File: config.mk
export PLATFORM = sky130hd
export DESIGN_NAME = pipe_stage_reg
export DESIGN_NICKNAME = d
export VERILOG_FILES = /design/src/rtl/pipe_stage_reg.sv
export SDC_FILE = /design/constraint.sdc
export NUM_CORES = 1
export LEC_CHECK = 0
export ABC_AREA = 1
export CAP_MARGIN = 10
export CORE_ASPECT_RATIO = 0.9
export CORE_MARGIN = 2
export CORE_UTILIZATION = 40
export CTS_CLUSTER_SIZE = 16
export DETAILED_ROUTE_END_ITERATION = 10
export PLACE_DENSITY = 0.67
export SLEW_MARGIN = 20
export SYNTH_ARGS = -nofsm -noshare
export SYNTH_HDL_FRONTEND = slang
export SYNTH_SLANG_ARGS = --single-unit
File: constraint.sdc
create_clock -name clk -period 4.31 [get_ports clk]
set_input_delay 0.431 -clock clk [delete_from_list [all_inputs] [get_ports clk]]
set_output_delay 0.431 -clock clk [all_outputs]
set_load 0.01 [all_outputs]
File: src/rtl/pipe_stage_reg.sv
// Pipeline-boundary PC/instruction register with a two-entry skid buffer (optional stats: PIPE_STAGE_STATS_EN).
// Latency: 1 cycle from in_fire to out_valid; sustains one transfer per cycle.
// Backpressure: a stalled output parks one extra entry in the skid slot; in_ready drops only when both slots are full.
module pipe_stage_reg #(
    parameter int unsigned          PC_W        = 32,
    parameter int unsigned          INSTR_W     = 32,
    parameter logic [PC_W-1:0]      FLUSH_PC    = '0,
    parameter logic [INSTR_W-1:0]   FLUSH_INSTR = '0,
    parameter int unsigned          CNT_W       = 16
) (
    input  logic                clk,
    input  logic                rst,
    input  logic                flush,
    input  logic                freeze,
    input  logic                in_valid,
    output logic                in_ready,
    input  logic [PC_W-1:0]     pc_in,
    input  logic [INSTR_W-1:0]  instr_in,
    output logic                out_valid,
    input  logic                out_ready,
    output logic [PC_W-1:0]     pc,
    output logic [INSTR_W-1:0]  instruction,
    output logic [1:0]          occupancy
`ifdef PIPE_STAGE_STATS_EN
    ,
    output logic [CNT_W-1:0]    stall_cnt,
    output logic [CNT_W-1:0]    flush_cnt
`endif
);

    typedef enum logic [1:0] {
        EMPTY = 2'd0,
        ONE   = 2'd1,
        FULL  = 2'd2
    } state_t;

    state_t               state_q, state_d;
    logic [PC_W-1:0]      pc_q, pc_d;
    logic [INSTR_W-1:0]   instr_q, instr_d;
    logic [PC_W-1:0]      skid_pc_q, skid_pc_d;
    logic [INSTR_W-1:0]   skid_instr_q, skid_instr_d;
    logic                 in_fire;
    logic                 out_fire;

    if (CNT_W < 1) begin : g_bad_cnt_w
        $error("pipe_stage_reg: CNT_W must be at least 1");
    end

    // rst gates in_ready so nothing is accepted while the stage is held in reset.
    assign in_ready    = rst & (state_q != FULL) & ~freeze & ~flush;
    assign out_valid   = (state_q != EMPTY);
    assign in_fire     = in_valid & in_ready;
    assign out_fire    = out_valid & out_ready & ~freeze & ~flush;
    assign pc          = pc_q;
    assign instruction = instr_q;
    assign occupancy   = state_q;

    always_comb begin
        state_d      = state_q;
        pc_d         = pc_q;
        instr_d      = instr_q;
        skid_pc_d    = skid_pc_q;
        skid_instr_d = skid_instr_q;
        if (flush) begin
            state_d = EMPTY;
            pc_d    = FLUSH_PC;
            instr_d = FLUSH_INSTR;
        end else if (!freeze) begin
            case (state_q)
                EMPTY: begin
                    if (in_fire) begin
                        state_d = ONE;
                        pc_d    = pc_in;
                        instr_d = instr_in;
                    end
                end
                ONE: begin
                    if (in_fire && out_fire) begin
                        pc_d    = pc_in;
                        instr_d = instr_in;
                    end else if (in_fire) begin
                        state_d      = FULL;
                        skid_pc_d    = pc_in;
                        skid_instr_d = instr_in;
                    end else if (out_fire) begin
                        state_d = EMPTY;
                    end
                end
                FULL: begin
                    if (out_fire) begin
                        state_d = ONE;
                        pc_d    = skid_pc_q;
                        instr_d = skid_instr_q;
                    end
                end
                default: state_d = EMPTY;
            endcase
        end
    end

    always_ff @(posedge clk or negedge rst) begin
        if (!rst) begin
            state_q      <= EMPTY;
            pc_q         <= FLUSH_PC;
            instr_q      <= FLUSH_INSTR;
            skid_pc_q    <= FLUSH_PC;
            skid_instr_q <= FLUSH_INSTR;
        end else begin
            state_q      <= state_d;
            pc_q         <= pc_d;
            instr_q      <= instr_d;
            skid_pc_q    <= skid_pc_d;
            skid_instr_q <= skid_instr_d;
        end
    end

`ifdef PIPE_STAGE_STATS_EN
    localparam logic [CNT_W-1:0] CNT_ONE = CNT_W'(1);

    logic [CNT_W-1:0] stall_cnt_q, stall_cnt_d;
    logic [CNT_W-1:0] flush_cnt_q, flush_cnt_d;

    // Both counters saturate and survive flush; only reset clears them.
    always_comb begin
        stall_cnt_d = stall_cnt_q;
        flush_cnt_d = flush_cnt_q;
        if (in_valid && !in_ready && (stall_cnt_q != '1)) begin
            stall_cnt_d = stall_cnt_q + CNT_ONE;
        end
        if (flush && (flush_cnt_q != '1)) begin
            flush_cnt_d = flush_cnt_q + CNT_ONE;
        end
    end

    always_ff @(posedge clk or negedge rst) begin
        if (!rst) begin
            stall_cnt_q <= '0;
            flush_cnt_q <= '0;
        end else begin
            stall_cnt_q <= stall_cnt_d;
            flush_cnt_q <= flush_cnt_d;
        end
    end

    assign stall_cnt = stall_cnt_q;
    assign flush_cnt = flush_cnt_q;
`endif

endmodule

==> results of run 1 <==
## Yosys cell counts
master,count
dfrtp_1,130
nand3_2,10
buf_2,23
o21ai_1,28
nand2_2,4
clkbuf_1,13
o21ai_0,37
buf_6,12
nor2_1,68
nor3_1,1
buf_8,1
nand4_1,3
nor2_4,1
buf_4,6
nand3_1,60
nand2_1,203
a211oi_1,64
inv_1,68
inv_2,3
## layer usage
| layer | GRT usage | wire length, um | vias to the layer above | share of wire |
|---|---|---|---|---|
| met1 | 0.255 | 6810 | 2404 | 0.46 |
| met5 | 0 | 0 | - | 0 |
| met3 | 0.0424 | 692 | 17 | 0.047 |
| met4 | 0.0743 | 212 | 0 | 0.014 |
| li1 | - | - | 2619 | - |
| met2 | 0.310 | 6950 | 116 | 0.47 |
## metrics by stage
stage	power, W	setup WS, ns	util	hold WS [ns]	instance area, um2
2_1_floorplan	0.00249	2.85	-	0.135	6160
3_3_place_gp	0.00299	1.74	0.492	0.453	7500
3_5_place_dp	0.00303	1.66	0.492	0.448	7500
4_1_cts	0.00473	1.47	0.539	0.472	8200
5_1_grt	0.00498	1.37	0.539	0.496	8200
6_report	0.00468	1.51	0.539	0.469	8200
## power by group through the flow
stage / Combinational (W) / Clock [W] / Sequential (W)
after floorplan: 0.000587 / 0 / 0.00190
after global placement: 0.00113 / 0 / 0.00186
after detailed placement: 0.00116 / 0 / 0.00187
after CTS: 0.00116 / 0.00171 / 0.00186
after global routing: 0.00130 / 0.00177 / 0.00191
final: 0.00114 / 0.00168 / 0.00186
## registers in the layout, summed over array words and instances (netlist names)
register      flops
skid_pc_q        32
pc               32
instruction      32
occupancy         2
skid_instr_q     32
## worst paths after layout
| kind | from | depth (start not counted) | endpoint | slack, ns |
|---|---|---|---|---|
| min | pc[17]$_DFFE_PN0P_ | 2 | pc[17]$_DFFE_PN0P_ | 0.47 |
| min reg2reg | pc[17]$_DFFE_PN0P_ | 2 | pc[17]$_DFFE_PN0P_ | 0.47 |
| max | rst | 5 | in_ready | 1.51 |
| min in group asynchronous | rst | 2 | skid_instr_q[17]$_DFFE_PN0P_ | 0.56 |
| max reg2reg | occupancy[0]$_DFFE_PN0P_ | 10 | instruction[24]$_DFFE_PN0P_ | 1.71 |
| max in group asynchronous | rst | 3 | skid_pc_q[16]$_DFFE_PN0P_ | 2.40 |
## logic make-up (layout without fill, tap and decap cells)
kind of cell | count (synthesis) | after routing | synth area share
AO/OA/AOI/OAI | 129 | 129 | 0.131
AND/OR/NAND/NOR | 350 | 350 | 0.240
buffers and inverters | 126 | 250 | 0.102
flip-flops | 130 | 130 | 0.528
## critical path, cell delays in order
cell             delay [ns]
dlygate4sd3_1          0.54
buf_6                  0.46
nand2_1                0.18
nor2_4                 0.15
clkdlybuf4s50_1        0.57
## final cells by class
type / instances / area (um2) / area share
Sequential cell: 130 / 3250 / 0.397
Tap cell: 202 / 253 / 0.0308
Inverter: 71 / 267 / 0.0325
Clock buffer: 22 / 494 / 0.0603
Clock inverter: 10 / 200 / 0.0244
Timing Repair Buffer: 147 / 1450 / 0.176
Multi-Input combinational cell: 479 / 2290 / 0.279
## placed cells by master (no fill, tap or decap)
cell type	synthesis	layout
a211oi_1	64	64
nand2_2	4	3
nand3_1	60	60
buf_2	23	1
o21ai_1	28	28
clkinv_2	0	4
nand2_1	203	203
clkdlybuf4s50_1	0	135
buf_4	6	9
clkbuf_16	0	17
inv_2	3	3
inv_1	68	68
dfrtp_1	130	130
nand2_4	0	1
bufinv_16	0	6
nand4_1	3	3
nor3_1	1	1
o21ai_0	37	37
nand3_2	10	10
nor2_1	68	68
nor2_4	1	1
buf_6	12	1
dlygate4sd3_1	0	1
clkbuf_8	0	5
==> results.txt, run 1 <==
Clock-pin slew on the worst setup and hold paths - 0.05 ns
Starting density of the core - 0.405
Number of global-route vias before repair - 4904
Htree depth - 4
Worst EP required - 3.88 ns
Final Cycle Share - 0.649
Die area - 16400 um2
Slew HR - 0.396
Fill cell count - 1414
Post-synth top area share - 0.528
Max clock buf depth - 2
Drt via density - 4.86
Remaining DRCs - 0
Sequential-to-total area share from yosys stat - 0.528
TritonCTS buffer count - 17
Crit. End Element - primary output
CP arrival - 2.37 ns
Core ar. - 15200 um2
Fmax - 357 MHz
Unrepaired setup endpoints after global routing - no
Share of cells above drive strength 1 - 0.0710
Cell row count - 43
Crit path time final - 2.80 ns
Post_cts resized - 0
Setup Skew - 0.00724 ns
Dpl cells - 1028
Largest net degree at the start of global routing - 73
Setup-failing EPs final - 0
Area contributors post-synth - dfrtp_1 53%, nand2_1 12%, a211oi_1 7.8%
Root Driver - clkbuf_16
DR vias - 5156
Initial antenna violation count - 0
Initial DRC count - 295
Post-route ant nets - 0
Clock network fraction of total power - 0.359
Least-Margin Pin Slew - 0.906 ns
Flops & latches, synth - 130
Synthesis-to-layout area growth - 33.1%
Switching Share - 0.287
Yosys cell types - 19
Pleak - 4.09 nW
Layout Cells excl Fill - 1061
Status - finished clean
Ys Warns - 0
CTS Hold Bufs - 1
Gate Count Post-Synth - 735
HP Class - reg -> reg
Diodes inserted - 0
Post-Syn Area per Cell - 8.38 um2
Placer Congestion - 0.753
First-pass GRT wire length - 24.6 mm
Die width - 135 um
Drt pass-1 iters - 5
HPWL Detailed - 8.96 mm
Final wirelength - 14.7 mm
CTS tree - yes
Mapped Nets - 805
Combinational power share - 0.244
Pins over their slew limit - 0
Psw - 0.00135 W
Final hold violations - 0
Aggregate global-route resource usage - 0.193
Share of power burned in registers - 0.397
Final setup TNS - 0 ns
IO Count - 138
Kind of critical path - in -> out
Max cap viols - 0
CTS Sinks - 130
Post-Syn Area - 6160 um2
Port bufs - 137
Routed WL per cell - 13.8 um
VDD IR-drop max - 277 uV
PD cells - 571 nW/um2
Post-synth top area cell - dfrtp_1
Int Power - 0.00333 W
Grt ovf - 0
Later-pin clock latency in the skew report - 0.42 ns
Startpoint Class - input pin
Setup Buffers After CTS - 0
Crit path max fanout - 62
Die height - 122 um
Final nets - 916
Power figures use the tool's default switching activity.
==> inputs of run 2 (changes only) <==
clock period = 2.6 ns   (was 4.31 ns; I/O delays follow)
==> results.txt, run 2 (synthesis results as in run 1) <==
Status - finished clean
Post-route ant nets - 0 (unchanged)
Least-Margin Pin Slew - 0.729 ns (-0.178 ns)
Crit-path max cell delay - 0.58 ns (about the same)
Initial antenna violation count - 0 (unchanged)
Htree depth - 4 (unchanged)
Starting density of the core - 0.405 (unchanged)
Routed WL per cell - 13.7 um (-0.75%)
PD cells - 927 nW/um2 (+62%)
Crit path cell chain - dlygate4sd3_1 > buf_6 > nand2_1 > nor2_4 > clkdlybuf4s50_1
Slew HR - 0.514 (+0.119)
Root Driver - clkbuf_16
Setup Skew - 0.00769 ns (+0.000451 ns)
CTS tree - yes
Startpoint Class - input pin
Crit. End Element - primary output
R2R Path Start - occupancy[1]$_DFFE_PN0P_
HP Class - in -> async
Aggregate global-route resource usage - 0.190 (-0.00269)
Initial DRC count - 312 (+5.8%)
Die width - 135 um (unchanged)
Fmax - 470 MHz
TritonCTS buffer count - 17 (unchanged)
Worst EP required - 2.34 ns (-1.54 ns)
Port bufs - 137 (unchanged)
Setup Buffers After CTS - 0 (unchanged)
Placer Congestion - 0.733 (-2.7%)
HPWL Detailed - 9.04 mm (+0.95%)
Diodes inserted - 0 (unchanged)
Drt via density - 4.82 (-0.86%)
Hold Slack - 0.267 ns (-0.202 ns)
Crit path max fanout - 19 (-69%)
VDD IR-drop max - 579 uV (+110%)
Max clock buf depth - 2 (unchanged)
Post-place setup slack - 0.603 ns (-1.06 ns)
Setup WS post-layout - 0.473 ns (-1.04 ns)
Most frequent cells in the layout - 203 x nand2_1, 135 x clkdlybuf4s50_1, 130 x dfrtp_1
Final wirelength - 14.6 mm (-0.47%)
Crit path time final - 2.13 ns
Largest net degree at the start of global routing - 115 (+58%)
Final Cycle Share - 0.818
Core ar. - 15200 um2 (unchanged)
Grt ovf - 0 (unchanged)
CP arrival - 1.87 ns (-0.50 ns)
Fill cell count - 1430 (+1.1%)
Crit Reg-Reg Endpoint - pc[12]$_DFFE_PN0P_
Commonest non-fill, non-tap cell in the layout - nand2_1
R2R Setup Slk - 0.81 ns (-0.90 ns)
Final hold violations - 0 (unchanged)
Synthesis-to-layout area growth - 33.6%
DR vias - 5126 (-0.58%)
IO Count - 138 (unchanged)
Layout Cells excl Fill - 1064 (+0.28%)
CTS Sinks - 130 (unchanged)
Dpl cells - 1031 (+0.29%)
Pleak - 4.10 nW (+0.20%)
Post_cts resized - 0 (unchanged)
CTS Hold Bufs - 1 (unchanged)
Clock-pin slew on the worst setup and hold paths - 0.06 ns (about the same)
Unrepaired setup endpoints after global routing - no
Final setup TNS - 0 ns (unchanged)
FF-to-FF path depth - 6 (-4)
Max cap viols - 0 (unchanged)
Kind of critical path - in -> out
First-pass GRT wire length - 24.6 mm (about the same)
Setup-failing EPs final - 0 (unchanged)
Final nets - 919 (+0.33%)
Remaining DRCs - 0 (unchanged)
Number of global-route vias before repair - 4894 (-0.20%)
Layout Utilization - 0.541 (+0.00214)
Die area - 16400 um2 (unchanged)
Pins over their slew limit - 0 (unchanged)
Drt pass-1 iters - 7 (+2)
Cell row count - 43 (unchanged)
Later-pin clock latency in the skew report - 0.41 ns (about the same)
Max stage delay cell, worst path - clkdlybuf4s50_1
Share of cells above drive strength 1 - 0.0708 (-0.000247)
Die height - 122 um (unchanged)
run 2: cell types whose count changed in the layout (fill, tap and decap cells not counted), sizes merged:
cell,previous run,this run
clkinvlp,0,1
clkbuf,22,23
clkinv,4,3
buf,11,14
bufinv,6,5
run 2: cell type report:
| type | count | area [um2] | share of cell area |
|---|---|---|---|
| sequential | 130 | 3250 | 0.395 |
| tap | 202 | 253 | 0.0307 |
| multi-input combinational | 479 | 2290 | 0.278 |
| timing repair buffer | 150 | 1520 | 0.184 |
| clock inverter | 9 | 176 | 0.0214 |
| clock buffer | 23 | 478 | 0.0581 |
| inverter | 71 | 267 | 0.0324 |
run 2: worst max-delay path by stage:
stage / start / to / slack (ns) / cells past startpoint
3_5_place_dp: freeze / instruction[6]$_DFFE_PN0P_ / 0.60 / 10
5_1_grt: rst / in_ready / 0.38 / 5
4_1_cts: rst / in_ready / 0.44 / 5
3_3_place_gp: freeze / pc[5]$_DFFE_PN0P_ / 0.59 / 9
6_report: rst / in_ready / 0.47 / 5
2_1_floorplan: occupancy[0]$_DFFE_PN0P_ / skid_instr_q[10]$_DFFE_PN0P_ / 1.14 / 9
run 2: worst max-delay path: cells and delay by family:
kind / cells / cell delay [ns]
buffers and inverters: 3 / 1.35
AND/OR/NAND/NOR: 2 / 0.24
run 2: through the flow:
stage,power (W),instance area (um2)
after global routing,0.00814,8230
after floorplan,0.00412,6160
after detailed placement,0.00505,7570
after global placement,0.00500,7570
final,0.00763,8230
after CTS,0.00773,8230
run 2: power breakdown:
part	leakage, nW	internal (W)	switching [W]	total, W
clock	0.317	0.00178	0.000859	0.00264
combinational	2.09	0.000936	0.000992	0.00193
sequential	1.69	0.00270	0.000370	0.00307
total	4.10	0.00541	0.00222	0.00763
run 2: metal layers:
layer / vias to the layer above / track usage / part of all wire / wire (um)
met5: - / 0 / 0 / 0
met4: 0 / 0.0454 / 0.0053 / 78
met3: 9 / 0.0470 / 0.047 / 691
met2: 121 / 0.312 / 0.48 / 7050
met1: 2375 / 0.255 / 0.46 / 6770
li1: 2621 / - / - / -
==> inputs of run 3 (changes only) <==
clock period = 2 ns   (was 2.6 ns; I/O delays follow)
==> results.txt, run 3 (synthesis results as in run 1) <==
TritonCTS buffer count - 17 (unchanged)
Setup-failing EPs final - 0 (unchanged)
Clock-pin slew on the worst setup and hold paths - 0.05 ns (about the same)
Root Driver - clkbuf_16
Placed inst area - 7650 um2 (+1.1%)
IO Count - 138 (unchanged)
Core ar. - 15200 um2 (unchanged)
Final setup TNS - 0 ns (unchanged)
Critical path origin - occupancy[0]$_DFFE_PN0P_
Htree depth - 4 (unchanged)
Number of global-route vias before repair - 4691 (-4.1%)
Layout Utilization - 0.540 (about the same)
Setup Buffers After CTS - 0 (unchanged)
Share of cells above drive strength 1 - 0.0718 (+0.00108)
Grt ovf - 0 (unchanged)
Final Cycle Share - 0.923
Setup WS post-layout - 0.155 ns (-0.319 ns)
PD cells - 1160 nW/um2 (+25%)
Initial antenna violation count - 0 (unchanged)
Die height - 122 um (unchanged)
Combinational power share - 0.266 (+0.013)
Slew HR - 0.545 (+0.0305)
Drt pass-1 iters - 5 (-2)
Final hold violations - 0 (unchanged)
Final nets - 923 (+0.44%)
HP Class - in -> async
DR vias - 5171 (+0.88%)
Switching Share - 0.297 (+0.00639)
Crit path cell chain - inv_2 > nand2_1 > clkdlybuf4s50_1
Max stage delay cell, worst path - clkdlybuf4s50_1
Most frequent cells in the layout - 203 x nand2_1, 134 x clkdlybuf4s50_1, 129 x dfrtp_1
Drt via density - 4.86 (+0.78%)
R2R Path Start - occupancy[0]$_DFFE_PN0P_
Post-place setup slack - 0.131 ns (-0.472 ns)
Layout Cells excl Fill - 1065 (+0.094%)
Remaining DRCs - 0 (unchanged)
Crit path max fanout - 5 (-14)
Psw - 0.00285 W (+28%)
Largest net degree at the start of global routing - 130 (+13%)
Routed WL per cell - 13.5 um (-1.4%)
Fmax - 542 MHz
Setup Skew - 0.00604 ns (-0.00165 ns)
VDD IR-drop max - 712 uV (+23%)
CTS tree - yes
Aggregate global-route resource usage - 0.186 (-0.00359)
Crit-path max cell delay - 0.59 ns (about the same)
Starting density of the core - 0.405 (unchanged)
Commonest non-fill, non-tap cell in the layout - nand2_1
Placer Congestion - 0.777 (+6.0%)
Initial DRC count - 366 (+17%)
Max cap viols - 0 (unchanged)
Startpoint Class - flip-flop
Later-pin clock latency in the skew report - 0.41 ns (about the same)
Post-route ant nets - 0 (unchanged)
Synthesis-to-layout area growth - 33.5% (about the same)
Die area - 16400 um2 (unchanged)
Int Power - 0.00672 W (+24%)
CP arrival - 1.65 ns (-0.22 ns)
Max clock buf depth - 2 (unchanged)
Port bufs - 137 (unchanged)
First-pass GRT wire length - 23.9 mm (-2.8%)
Clock network fraction of total power - 0.317 (-0.028)
Crit path time final - 1.85 ns
Unrepaired setup endpoints after global routing - no
Pleak - 4.12 nW (+0.36%)
CTS Sinks - 130 (unchanged)
Final wirelength - 14.4 mm (-1.3%)
Worst EP required - 1.80 ns (-0.54 ns)
Top Family by Delay on Critical Path - buffers and inverters
CP bufs+invs - 2 (-1)
Least-Margin Pin Slew - 0.683 ns (-0.0458 ns)
Diodes inserted - 0 (unchanged)
Status - finished clean
HPWL Detailed - 9.06 mm (+0.25%)
Crit. End Element - primary output
Final instance area - 8230 um2 (about the same)
Dpl cells - 1035 (+0.39%)
Cell row count - 43 (unchanged)
Kind of critical path - reg -> out
Share of power burned in registers - 0.417 (+0.015)
Fill cell count - 1431 (+0.070%)
Pins over their slew limit - 0 (unchanged)
Die width - 135 um (unchanged)
run 3: layout make-up:
cell class / instances / area (um2) / share of cell area
clock buffers: 22 / 454 / 0.0552
clock inverters: 7 / 110 / 0.0134
inverters: 71 / 267 / 0.0324
multi-input cells: 479 / 2290 / 0.278
flip-flops and latches: 130 / 3250 / 0.396
well taps: 202 / 253 / 0.0307
repair buffers: 154 / 1600 / 0.195
run 3: power groups by stage:
stage / Combinational (W) / Sequential [W] / Clock (W)
after floorplan: 0.00126 / 0.00409 / 0
after global placement: 0.00254 / 0.00400 / 0
after detailed placement: 0.00259 / 0.00401 / 0
after CTS: 0.00259 / 0.00399 / 0.00309
after global routing: 0.00286 / 0.00409 / 0.00321
final: 0.00254 / 0.00399 / 0.00304
run 3: routing by layer:
layer  wire, um  global-route usage  vias to the layer above
li1           -                   -                     2627
met1       6850               0.259                     2403
met2       6630               0.290                      126
met3        742              0.0416                       15
met4        183              0.0632                        0
met5          0                   0                        -
run 3: repair_timing:
action,4_1_cts,5_1_grt
hold buffers,1,0
setup endpoints to repair,0,1
gates resized for setup,0,2
hold endpoints to repair,130,0
run 3: per-stage QoR:
stage | power, W | hold slack (ns)
2_1_floorplan | 0.00536 | -0.0956
3_3_place_gp | 0.00654 | -0.00587
3_5_place_dp | 0.00660 | -0.00568
4_1_cts | 0.00967 | 0.126
5_1_grt | 0.0102 | 0.139
6_report | 0.00957 | 0.138
run 3: worst paths after layout:
check	endpoint	depth (start not counted)	slack (ns)
worst max-delay path	out_valid	3	0.15
worst min-delay path	occupancy[1]$_DFFE_PN0P_	2	0.14
min in group clk	occupancy[1]$_DFFE_PN0P_	6	0.31
worst min register to register	instruction[21]$_DFFE_PN0P_	2	0.47
max in group asynchronous	pc[22]$_DFFE_PN0P_	3	1.00
worst max register to register	skid_pc_q[17]$_DFFE_PN0P_	6	0.32
